`src/rtl/cpu_pkg.sv`:
```
// -----------------------------------------------------------------------------
// cpu_pkg
// Shared definitions for the WISC CPU front end.
//   - ADDR_W / XLEN   : address and instruction word widths (16 bits each)
//   - INSTR_BYTES     : byte distance between consecutive instructions
//   - OP_HLT          : opcode (instr[15:12]) that halts fetch
//   - fetch_state_e   : fetch FSM state encoding
//   - opcode_of()     : extracts the opcode field from an instruction word
// -----------------------------------------------------------------------------
package cpu_pkg;

    localparam int ADDR_W = 16;
    localparam int XLEN   = 16;

    localparam logic [ADDR_W-1:0] INSTR_BYTES = 16'd2;
    localparam logic [3:0]        OP_HLT      = 4'hF;

    typedef enum logic [1:0] {
        FS_REQ   = 2'd0,  // ready to issue a read for pc
        FS_WAIT  = 2'd1,  // read accepted, waiting for its data
        FS_DRAIN = 2'd2,  // redirected with a read in flight; its data is dropped
        FS_HALT  = 2'd3   // HLT fetched; no more reads until redirected
    } fetch_state_e;

    function automatic logic [3:0] opcode_of(input logic [XLEN-1:0] word);
        return word[XLEN-1:XLEN-4];
    endfunction

endpackage

```
`src/rtl/pc_reg.sv`:
```
// -----------------------------------------------------------------------------
// pc_reg
// Program counter register with sequential increment and redirect load.
//   clk, rst    : clock, synchronous active-high reset (loads RESET_PC)
//   load_en     : load load_pc (bit 0 forced to zero); wins over inc_en
//   load_pc     : redirect target
//   inc_en      : advance to the next sequential instruction
//   pc          : current program counter
//   pc_plus2    : pc + 2, wrapping modulo 2^16
// -----------------------------------------------------------------------------
module pc_reg
    import cpu_pkg::*;
#(
    parameter logic [ADDR_W-1:0] RESET_PC = 16'h0000
) (
    input  logic              clk,
    input  logic              rst,
    input  logic              load_en,
    input  logic [ADDR_W-1:0] load_pc,
    input  logic              inc_en,
    output logic [ADDR_W-1:0] pc,
    output logic [ADDR_W-1:0] pc_plus2
);

    logic [ADDR_W-1:0] pc_q;
    logic [ADDR_W-1:0] pc_d;

    // Instructions are halfword aligned, so the redirect LSB is dropped.
    logic unused_load_lsb;
    assign unused_load_lsb = load_pc[0];

    // Plain 16-bit add: the carry out is discarded, giving 16'hFFFE -> 16'h0000.
    assign pc_plus2 = pc_q + INSTR_BYTES;
    assign pc       = pc_q;

    always_comb begin
        pc_d = pc_q;
        if (load_en) begin
            pc_d = {load_pc[ADDR_W-1:1], 1'b0};
        end else if (inc_en) begin
            pc_d = pc_plus2;
        end
    end

    // NOTE: sequential state is updated with non-blocking assignments only,
    // so every flop samples the pre-edge value of its inputs.
    always_ff @(posedge clk) begin
        if (rst) begin
            pc_q <= RESET_PC;
        end else begin
            pc_q <= pc_d;
        end
    end

endmodule

```
`src/rtl/fetch_stage.sv`:
```
// -----------------------------------------------------------------------------
// fetch_stage
// Instruction fetch for the WISC CPU. Owns the PC, keeps at most one
// instruction-memory read outstanding and hands each fetched word, with its
// address and address+2, to decode through a valid/stall output slot.
//   clk, rst           : clock, synchronous active-high reset
//   imem_req/imem_addr : read request and address (combinational)
//   imem_ready         : memory accepts the request this cycle
//   imem_rvalid/rdata  : read response, at least one cycle after acceptance
//   stall              : decode cannot take the slot this cycle
//   redirect/_pc       : branch/jump; restart fetch at redirect_pc
//   instr_valid, instr, instr_pc, pc_plus2 : output slot to decode
//   pc                 : current fetch PC
//   hlt                : fetch halted after a HLT instruction
// -----------------------------------------------------------------------------
module fetch_stage
    import cpu_pkg::*;
#(
    parameter logic [ADDR_W-1:0] RESET_PC   = 16'h0000,
    parameter logic [3:0]        HLT_OPCODE = OP_HLT
) (
    input  logic              clk,
    input  logic              rst,
    output logic              imem_req,
    output logic [ADDR_W-1:0] imem_addr,
    input  logic              imem_ready,
    input  logic              imem_rvalid,
    input  logic [XLEN-1:0]   imem_rdata,
    input  logic              stall,
    input  logic              redirect,
    input  logic [ADDR_W-1:0] redirect_pc,
    output logic              instr_valid,
    output logic [XLEN-1:0]   instr,
    output logic [ADDR_W-1:0] instr_pc,
    output logic [ADDR_W-1:0] pc_plus2,
    output logic [ADDR_W-1:0] pc,
    output logic              hlt
);

    fetch_state_e      state_q, state_d;
    logic              instr_valid_q, instr_valid_d;
    logic [XLEN-1:0]   instr_q, instr_d;
    logic [ADDR_W-1:0] instr_pc_q, instr_pc_d;
    logic [ADDR_W-1:0] pc_plus2_q, pc_plus2_d;
    logic              hlt_q, hlt_d;

    logic              pc_load;
    logic              pc_inc;
    logic [ADDR_W-1:0] pc_cur;
    logic [ADDR_W-1:0] pc_seq;

    logic              slot_open;
    logic              req_fire;

    pc_reg #(
        .RESET_PC (RESET_PC)
    ) u_pc_reg (
        .clk      (clk),
        .rst      (rst),
        .load_en  (pc_load),
        .load_pc  (redirect_pc),
        .inc_en   (pc_inc),
        .pc       (pc_cur),
        .pc_plus2 (pc_seq)
    );

    // A new read is only issued when its result is guaranteed a place to land:
    // the slot is empty now or decode takes it at this edge.
    assign slot_open = !instr_valid_q || !stall;
    assign imem_req  = (state_q == FS_REQ) && slot_open;
    assign imem_addr = pc_cur;
    assign req_fire  = imem_req && imem_ready;

    // NOTE: every signal driven here gets a default before any branch, so no
    // path leaves one unassigned and no latch is inferred.
    always_comb begin
        state_d       = state_q;
        instr_valid_d = instr_valid_q && stall;  // drops when decode consumes it
        instr_d       = instr_q;
        instr_pc_d    = instr_pc_q;
        pc_plus2_d    = pc_plus2_q;
        hlt_d         = hlt_q;
        pc_load       = 1'b0;
        pc_inc        = 1'b0;

        if (redirect) begin
            // Redirect flushes the slot even under stall and abandons any
            // read whose data has not yet come back.
            pc_load       = 1'b1;
            instr_valid_d = 1'b0;
            hlt_d         = 1'b0;
            case (state_q)
                FS_REQ:   state_d = req_fire ? FS_DRAIN : FS_REQ;
                // A response arriving together with the redirect is the one
                // in flight: it is dropped here and nothing is left to drain.
                FS_WAIT:  state_d = imem_rvalid ? FS_REQ : FS_DRAIN;
                FS_DRAIN: state_d = imem_rvalid ? FS_REQ : FS_DRAIN;
                FS_HALT:  state_d = FS_REQ;
            endcase
        end else begin
            case (state_q)
                FS_REQ: begin
                    if (req_fire) begin
                        state_d = FS_WAIT;
                    end
                end
                FS_WAIT: begin
                    // The read was issued only with the slot free or being
                    // consumed, so the slot is always empty here.
                    if (imem_rvalid) begin
                        instr_valid_d = 1'b1;
                        instr_d       = imem_rdata;
                        instr_pc_d    = pc_cur;
                        pc_plus2_d    = pc_seq;
                        if (opcode_of(imem_rdata) == HLT_OPCODE) begin
                            // pc stays on the HLT so a later redirect is the
                            // only way forward.
                            state_d = FS_HALT;
                            hlt_d   = 1'b1;
                        end else begin
                            state_d = FS_REQ;
                            pc_inc  = 1'b1;
                        end
                    end
                end
                FS_DRAIN: begin
                    if (imem_rvalid) begin
                        state_d = FS_REQ;
                    end
                end
                FS_HALT: begin
                    state_d = FS_HALT;
                end
            endcase
        end
    end

    // NOTE: the output slot data registers are reset too, so decode never
    // sees X on instr/instr_pc/pc_plus2 even while instr_valid is low.
    always_ff @(posedge clk) begin
        if (rst) begin
            state_q       <= FS_REQ;
            instr_valid_q <= 1'b0;
            instr_q       <= '0;
            instr_pc_q    <= '0;
            pc_plus2_q    <= '0;
            hlt_q         <= 1'b0;
        end else begin
            state_q       <= state_d;
            instr_valid_q <= instr_valid_d;
            instr_q       <= instr_d;
            instr_pc_q    <= instr_pc_d;
            pc_plus2_q    <= pc_plus2_d;
            hlt_q         <= hlt_d;
        end
    end

    assign instr_valid = instr_valid_q;
    assign instr       = instr_q;
    assign instr_pc    = instr_pc_q;
    assign pc_plus2    = pc_plus2_q;
    assign pc          = pc_cur;
    assign hlt         = hlt_q;

endmodule

```
`config.mk`:
```
export PLATFORM = sky130hd
export DESIGN_NAME = fetch_stage
export DESIGN_NICKNAME = d
export VERILOG_FILES = /design/src/rtl/cpu_pkg.sv /design/src/rtl/pc_reg.sv /design/src/rtl/fetch_stage.sv
export SDC_FILE = /design/constraint.sdc
export NUM_CORES = 1
export LEC_CHECK = 0
export CAP_MARGIN = 30
export CORE_MARGIN = 2
export CORE_UTILIZATION = 44
export DETAILED_ROUTE_END_ITERATION = 8
export PLACE_DENSITY = 0.8
export SKIP_LAST_GASP = 1
export SLEW_MARGIN = 40
export SYNTH_ARGS = -nofsm -noshare
export SYNTH_HDL_FRONTEND = slang
export SYNTH_HIERARCHICAL = 1
export SYNTH_SLANG_ARGS = --single-unit
```
`constraint.sdc`:
```
create_clock -name clk -period 2.9 [get_ports clk]
set_input_delay 0.29 -clock clk [delete_from_list [all_inputs] [get_ports clk]]
set_output_delay 0.29 -clock clk [all_outputs]
set_load 0.01 [all_outputs]
```
# [Word level (Yosys, flattened, before mapping)]
# Index checks and enable logic that the tools add are counted.
[word_totals] regBits=68 inputBits=38 out_inout_bits=83 word_cells=49
[op_classes] add_sub_neg=1 n_eq_ne=7 mux=18 bitwise_logic=1 reduce_logical=14
[op_table] operator="2-to-1 mux 16 bit" count=2
[op_table] operator="adder 16 x 2 -> 16 bit, second input constant" count=1
[op_table] operator="2-to-1 mux 2 bit" count=7
[op_table] operator="inequality test 3 bit, second input constant" count=3
[op_table] operator="AND reduction 3 bit" count=3
[op_table] operator="case mux 2 bit (4 select lines)" count=1
[op_table] operator="2-to-1 mux 1 bit" count=7
[op_table] operator="case mux 2 bit (3 select lines)" count=1
[op_table] operator="OR reduction 2 bit" count=3
[op_table] operator="== test 2 bit, second input constant" count=2
[op_table] operator="== test 4 bit, second input constant" count=1
[op_table] operator="logical AND 1 bit" count=3
[op_table] operator="== test 2 x 1 -> 1 bit, second input constant" count=1
[op_table] operator="logical NOT 1 bit" count=2
[op_table] operator="logical NOT 2 bit" count=1
[op_table] operator="nonzero test 2 bit" count=1
[op_table] operator="logical OR 1 bit" count=1
[op_table] operator="NOT 1 bit" count=1

# [Logic depth before layout (Yosys ltp)]
[logic_depth] ltp_word=7 ltp_mapped=12

# [Cells and area by module]
# Netlist, hierarchy kept.
[by_module_without_submodules] mod="fetch_stage" instances=1 cells_each=262 area_per_inst_um2=2094.5 seq_area_each_um2=1041.0
[by_module_without_submodules] mod="pc_reg" instances=1 cells_each=137 area_per_inst_um2=1117.3 seq_area_each_um2=300.3

# [Worst setup path after synthesis]
# No wires, ideal clock.
[synth_path] kind="register -> register" startpoint="register state_q[1]" endpoint="register u_pc_reg.pc_q[9] (netlist: u_pc_reg/pc[9])" setup_ns=0.115 arrival_time_ns=2.242 slack_ns=0.543 path_stages_with_launch=13 path_buffers=3 cell_sequence="dfxtp_1 inv_1 ha_1 nand2_1 or2_1 buf_2 clkbuf_1 nor2_1 buf_2 nand4_1 or2_2 xnor2_1 o21a_1"
[synth_between] elab_chain_cells=4
[synth_lines] element="start: declaration" line="fetch_stage.sv:40" text="fetch_state_e state_q, state_d;"
[synth_lines] element="start signal: assignment" line="fetch_stage.sv:149" text="state_q <= state_d;"
[synth_lines] element="== test 2 x 1 -> 1 bit" line="fetch_stage.sv:101" text="case (state_q)"
[synth_lines] element="2-to-1 mux 1 bit" line="fetch_stage.sv:101"
[synth_lines] element="2-to-1 mux 1 bit" line="fetch_stage.sv:86" text="if (redirect) begin"
[synth_lines] element="named net pc_inc" line="fetch_stage.sv:48" text="logic pc_inc;"
[synth_lines] element="nonzero test 2 bit (no source line)"
[synth_lines] element="end signal: assignment" line="pc_reg.sv:51" text="pc_q <= pc_d;"
[synth_lines] element="end: declaration" line="pc_reg.sv:25" text="logic [ADDR_W-1:0] pc_q;"
# The timed path passes the listed nets, and every way through them passes these cells.
# A chain may end at the register's enable or synchronous reset.

# [Worst setup path in the final report]
[layout_path] startpoint="register state_q[1]" endpoint="register u_pc_reg.pc_q[11] (netlist: u_pc_reg/pc[11])"
# The elaborated chain is that of the path after synthesis.

==> flow_results.org <==
** Placed design
- Placer congestion estimate :: 0.828
- Post-place setup slack :: 0.210 ns
- Including well taps, the total number of placed cells is 578.
- In this run the cell area measured after placement is 4320 µm².
- Input/output buffers :: 117
- Final HPWL from detailed placement :: 5610 µm

** Pwr
- Worst IR drop on VDD :: 300 µV
- Power after layout :: 2.02 mW
- Pleak :: 1.60 nW
- Total power divided by cell area :: 448 nW/µm²

** Die
- The initial utilization of the core area, before any placement, comes to 0.448.
- Site Rows :: 31
- Measured along the y axis, the die boundary spans 89.4 µm.
- Chip Width :: 89.4 µm
- During I/O placement, the number of pins put on the boundary was 121.
- Die outline area :: 8000 µm²
- The region available for standard cell placement spans 7180 µm².

** Clocking
- Number of buffers created by CTS :: 9
- In this run the number of H-tree levels came out at 3.
- For this design, the sink count on the clock tree is 67.
- TritonCTS built the clock tree.
- Clock latency on the worst-skew pair, taken at its later pin, is 0.33 ns.
- Setup repair bufs after CTS :: 0
- Post-CTS repair changed the size of 0 cells.
- Clock Path Buffers :: 2
- Clock root buffer :: clkbuf_8
- Clock slew at the register clock pins of the worst setup and hold paths :: 0.07 ns
- Count of hold buffers inserted by post-cts repair :: 0

** Worst setup path
- Cells on worst reg2reg path :: 9
- Setup slack of the worst register-to-register path :: 0.39 ns
- Critical setup path kind :: reg -> reg
- The worst setup path is launched from a flop.
- The worst register-to-register path begins at state_q[1].
- Critical Path Most Common Cell :: or2_2
- For this run, the slowest stage of the critical path takes 0.40 ns.
- Worst R2R End :: u_pc_reg/pc[11]
- Critical path, cell by cell :: inv_1 > ha_1 > nand2_1 > or2_2 > nor2_1 > nand4_1 > or2_2 > o21ai_0 > a221oi_1
- Of all nets on the critical path, the largest fanout is 5.
- STA puts the critical path data required time at 3.07 ns.
- Slowest stage cell, crit path :: nor2_1
- The worst setup path is captured at a flop.
- STA puts the critical path data arrival time at 2.69 ns.

** Logic synthesis
- Synth warn :: 6
- Among all flip-flop cells after synthesis, the most frequent one is dfxtp_1.
- Averaged over all synthesized cells, the footprint is 8.05 µm².
- The number of different library cells used by synthesis comes to 50.
- FF+latch count, synth :: 67
- Number of instances in the synthesized netlist :: 399
- Ys async rst share :: 0
- Summing every instance area after synthesis gives 3210 µm².
- Number of synthesized flops with an enable pin :: 0
- Of the synthesized area, sequential elements account for 0.418.

** Detailed routing
- Wirelength, routed :: 7840 µm
- Routed length per instance :: 13.2 µm
- In this run, the number of DRC markers left after iteration 0 of detailed routing was 130.
- Via density :: 4.92
- First-pass DRT Iterations :: 5
- Remaining DRCs :: 0
- Via count of the routed design :: 2923
- The detail route stage leaves a number of antenna-violating nets equal to 0.

** STA
- Setup repair after global routing left no endpoint under its margin.
- Final setup TNS :: 0 ns
- Fin worst setup slack :: 0.385 ns
- Worst-Margin Slew :: 0.742 ns
- Minimum hold slack :: 0.454 ns
- Fmax achieved :: 398 MHz
- Number of pins exceeding their max-slew limit in the final report :: 0
- The number of hold-slack violations in the final timing report was 0.
- Final setup viols :: 0
- Dividing the final minimum period by the clock period gives 0.867.
- Layout Skew :: 0.00785 ns
- Counting I/O delays and the setup requirement, the final critical path takes 2.51 ns.
- In this run the tightest slew margin relative to its limit is 0.506.

** Global route
- The first global-routing pass estimated 12600 µm of wire.
- Maximum number of pins on one net before global-route repair :: 49
- GRT overflow :: 0
- The number of antenna violations at the first check in global routing is 0.
- GRT Util Overall :: 0.203
- The number of global-route vias before repair is 2730.

** Min path
- End point of the most critical hold path :: instr_pc[3]
- Classification of the worst-slack hold path :: reg -> reg
- Worst Hold Depth :: 2
- Worst hold start :: instr_pc[3]

** Final layout
- Nets@finish :: 534
- Once layout is done, the placed cells without fillers occupy 4510 µm².
- The repair_antennas step left the layout with diodes totalling 0.
- Measured on the finished design, the core utilization comes to 0.628.
- Final std cells w/o fill :: 594
- In the final layout, the share of cells above drive strength 1 is 0.0707.
- Synthesis-to-layout area growth :: 40.4%

** Run
- Maximum capacitance violations :: 0

** Status
- The flow ran to the end, and the final reports show no timing, DRC or antenna violations.
==> metal layers <==
layer | global-route usage | part of all wire | vias to the layer above
li1 | - | - | 1491
met1 | 0.247 | 0.45 | 1354
met2 | 0.347 | 0.49 | 73
met3 | 0.0379 | 0.048 | 5
met4 | 0.0896 | 0.012 | 0
met5 | 0 | 0 | -
==> cells in the mapped netlist (2+ instances only) <==
master | count | area [µm²]
nand2_1 | 106 | 398
mux2i_1 | 5 | 50.1
buf_6 | 2 | 22.5
buf_4 | 21 | 158
xnor2_1 | 13 | 114
inv_1 | 14 | 52.6
nand4_1 | 6 | 37.5
ha_1 | 6 | 75.1
buf_1 | 2 | 7.51
nor4_1 | 5 | 31.3
xor2_1 | 11 | 96.3
nand3b_1 | 2 | 15.0
a2bb2oi_1 | 2 | 17.5
clkbuf_1 | 8 | 30.0
o21a_1 | 6 | 45.0
dfxtp_1 | 67 | 1340
o21ai_0 | 2 | 10.0
nand4_4 | 3 | 63.8
a211oi_1 | 2 | 15.0
buf_2 | 11 | 55.1
nor2_1 | 15 | 56.3
nand3_1 | 2 | 10.0
nor3_1 | 5 | 25.0
a21oi_1 | 56 | 280
o31ai_1 | 2 | 15.0
==> placed cells by master (no fill, tap or decap), types with 2 or more instances in the layout <==
master,netlist,routed
a211oi_1,2,2
a21oi_1,56,56
a2bb2oi_1,2,2
buf_4,21,5
clkbuf_8,0,10
clkdlybuf4s50_1,0,116
clkinv_2,0,3
conb_1,1,2
dfxtp_1,67,67
ha_1,6,6
inv_1,14,14
mux2i_1,5,5
nand2_1,106,106
nand3_1,2,2
nand3b_1,2,2
nand4_1,6,6
nand4_4,3,3
nor2_1,15,14
nor3_1,5,5
nor4_1,5,5
o21a_1,6,6
o21ai_0,2,2
o31ai_1,2,2
or2_2,1,2
xnor2_1,13,13
xor2_1,11,11
==> power breakdown <==
group	switching [mW]	internal, mW	leakage [nW]
Combinational	0.117	0.153	0.955
Sequential	0.0463	0.943	0.544
Clock	0.345	0.416	0.0991
Total	0.509	1.51	1.60
==> area by class of cell <==
type | count | area, µm²
timing repair buffer | 124 | 1250
clock inverter | 5 | 52.6
multi-input combinational | 274 | 1550
fill | 625 | 2670
inverter | 14 | 52.6
sequential | 67 | 1340
tap | 99 | 124
clock buffer | 11 | 141
==> how the worst max path moves through the flow <==
stage,start,endpoint,slack (ns),depth (start not counted)
floorplan,state_q[1],u_pc_reg/pc[9],0.54,12
global placement,imem_rvalid,u_pc_reg/pc[9],0.25,8
detailed placement,imem_rvalid,u_pc_reg/pc[11],0.21,8
CTS,state_q[1],u_pc_reg/pc[11],0.41,9
global route,state_q[1],u_pc_reg/pc[11],0.12,9
finish,state_q[1],u_pc_reg/pc[11],0.39,9
==> worst max-delay path: cells and delay by family, from the launching register on <==
family,cells,cell delay (ns)
buf+inv,1,0.10
fa+ha+maj,1,0.24
compound gates,2,0.25
simple gates,5,1.43
flops,1,0.34
==> kinds of logic after synthesis <==
logic type,count (synthesis),synth area share
muxes,5,0.0156
adders and majority gates,6,0.0234
buffers and inverters,59,0.103
and+or+nand+nor,157,0.229
AOI/OAI and AO/OA,80,0.145
other,1,0.00117
DFF,67,0.418
xor gates and xnor gates,24,0.0654
(Power assumes the default switching activity.)
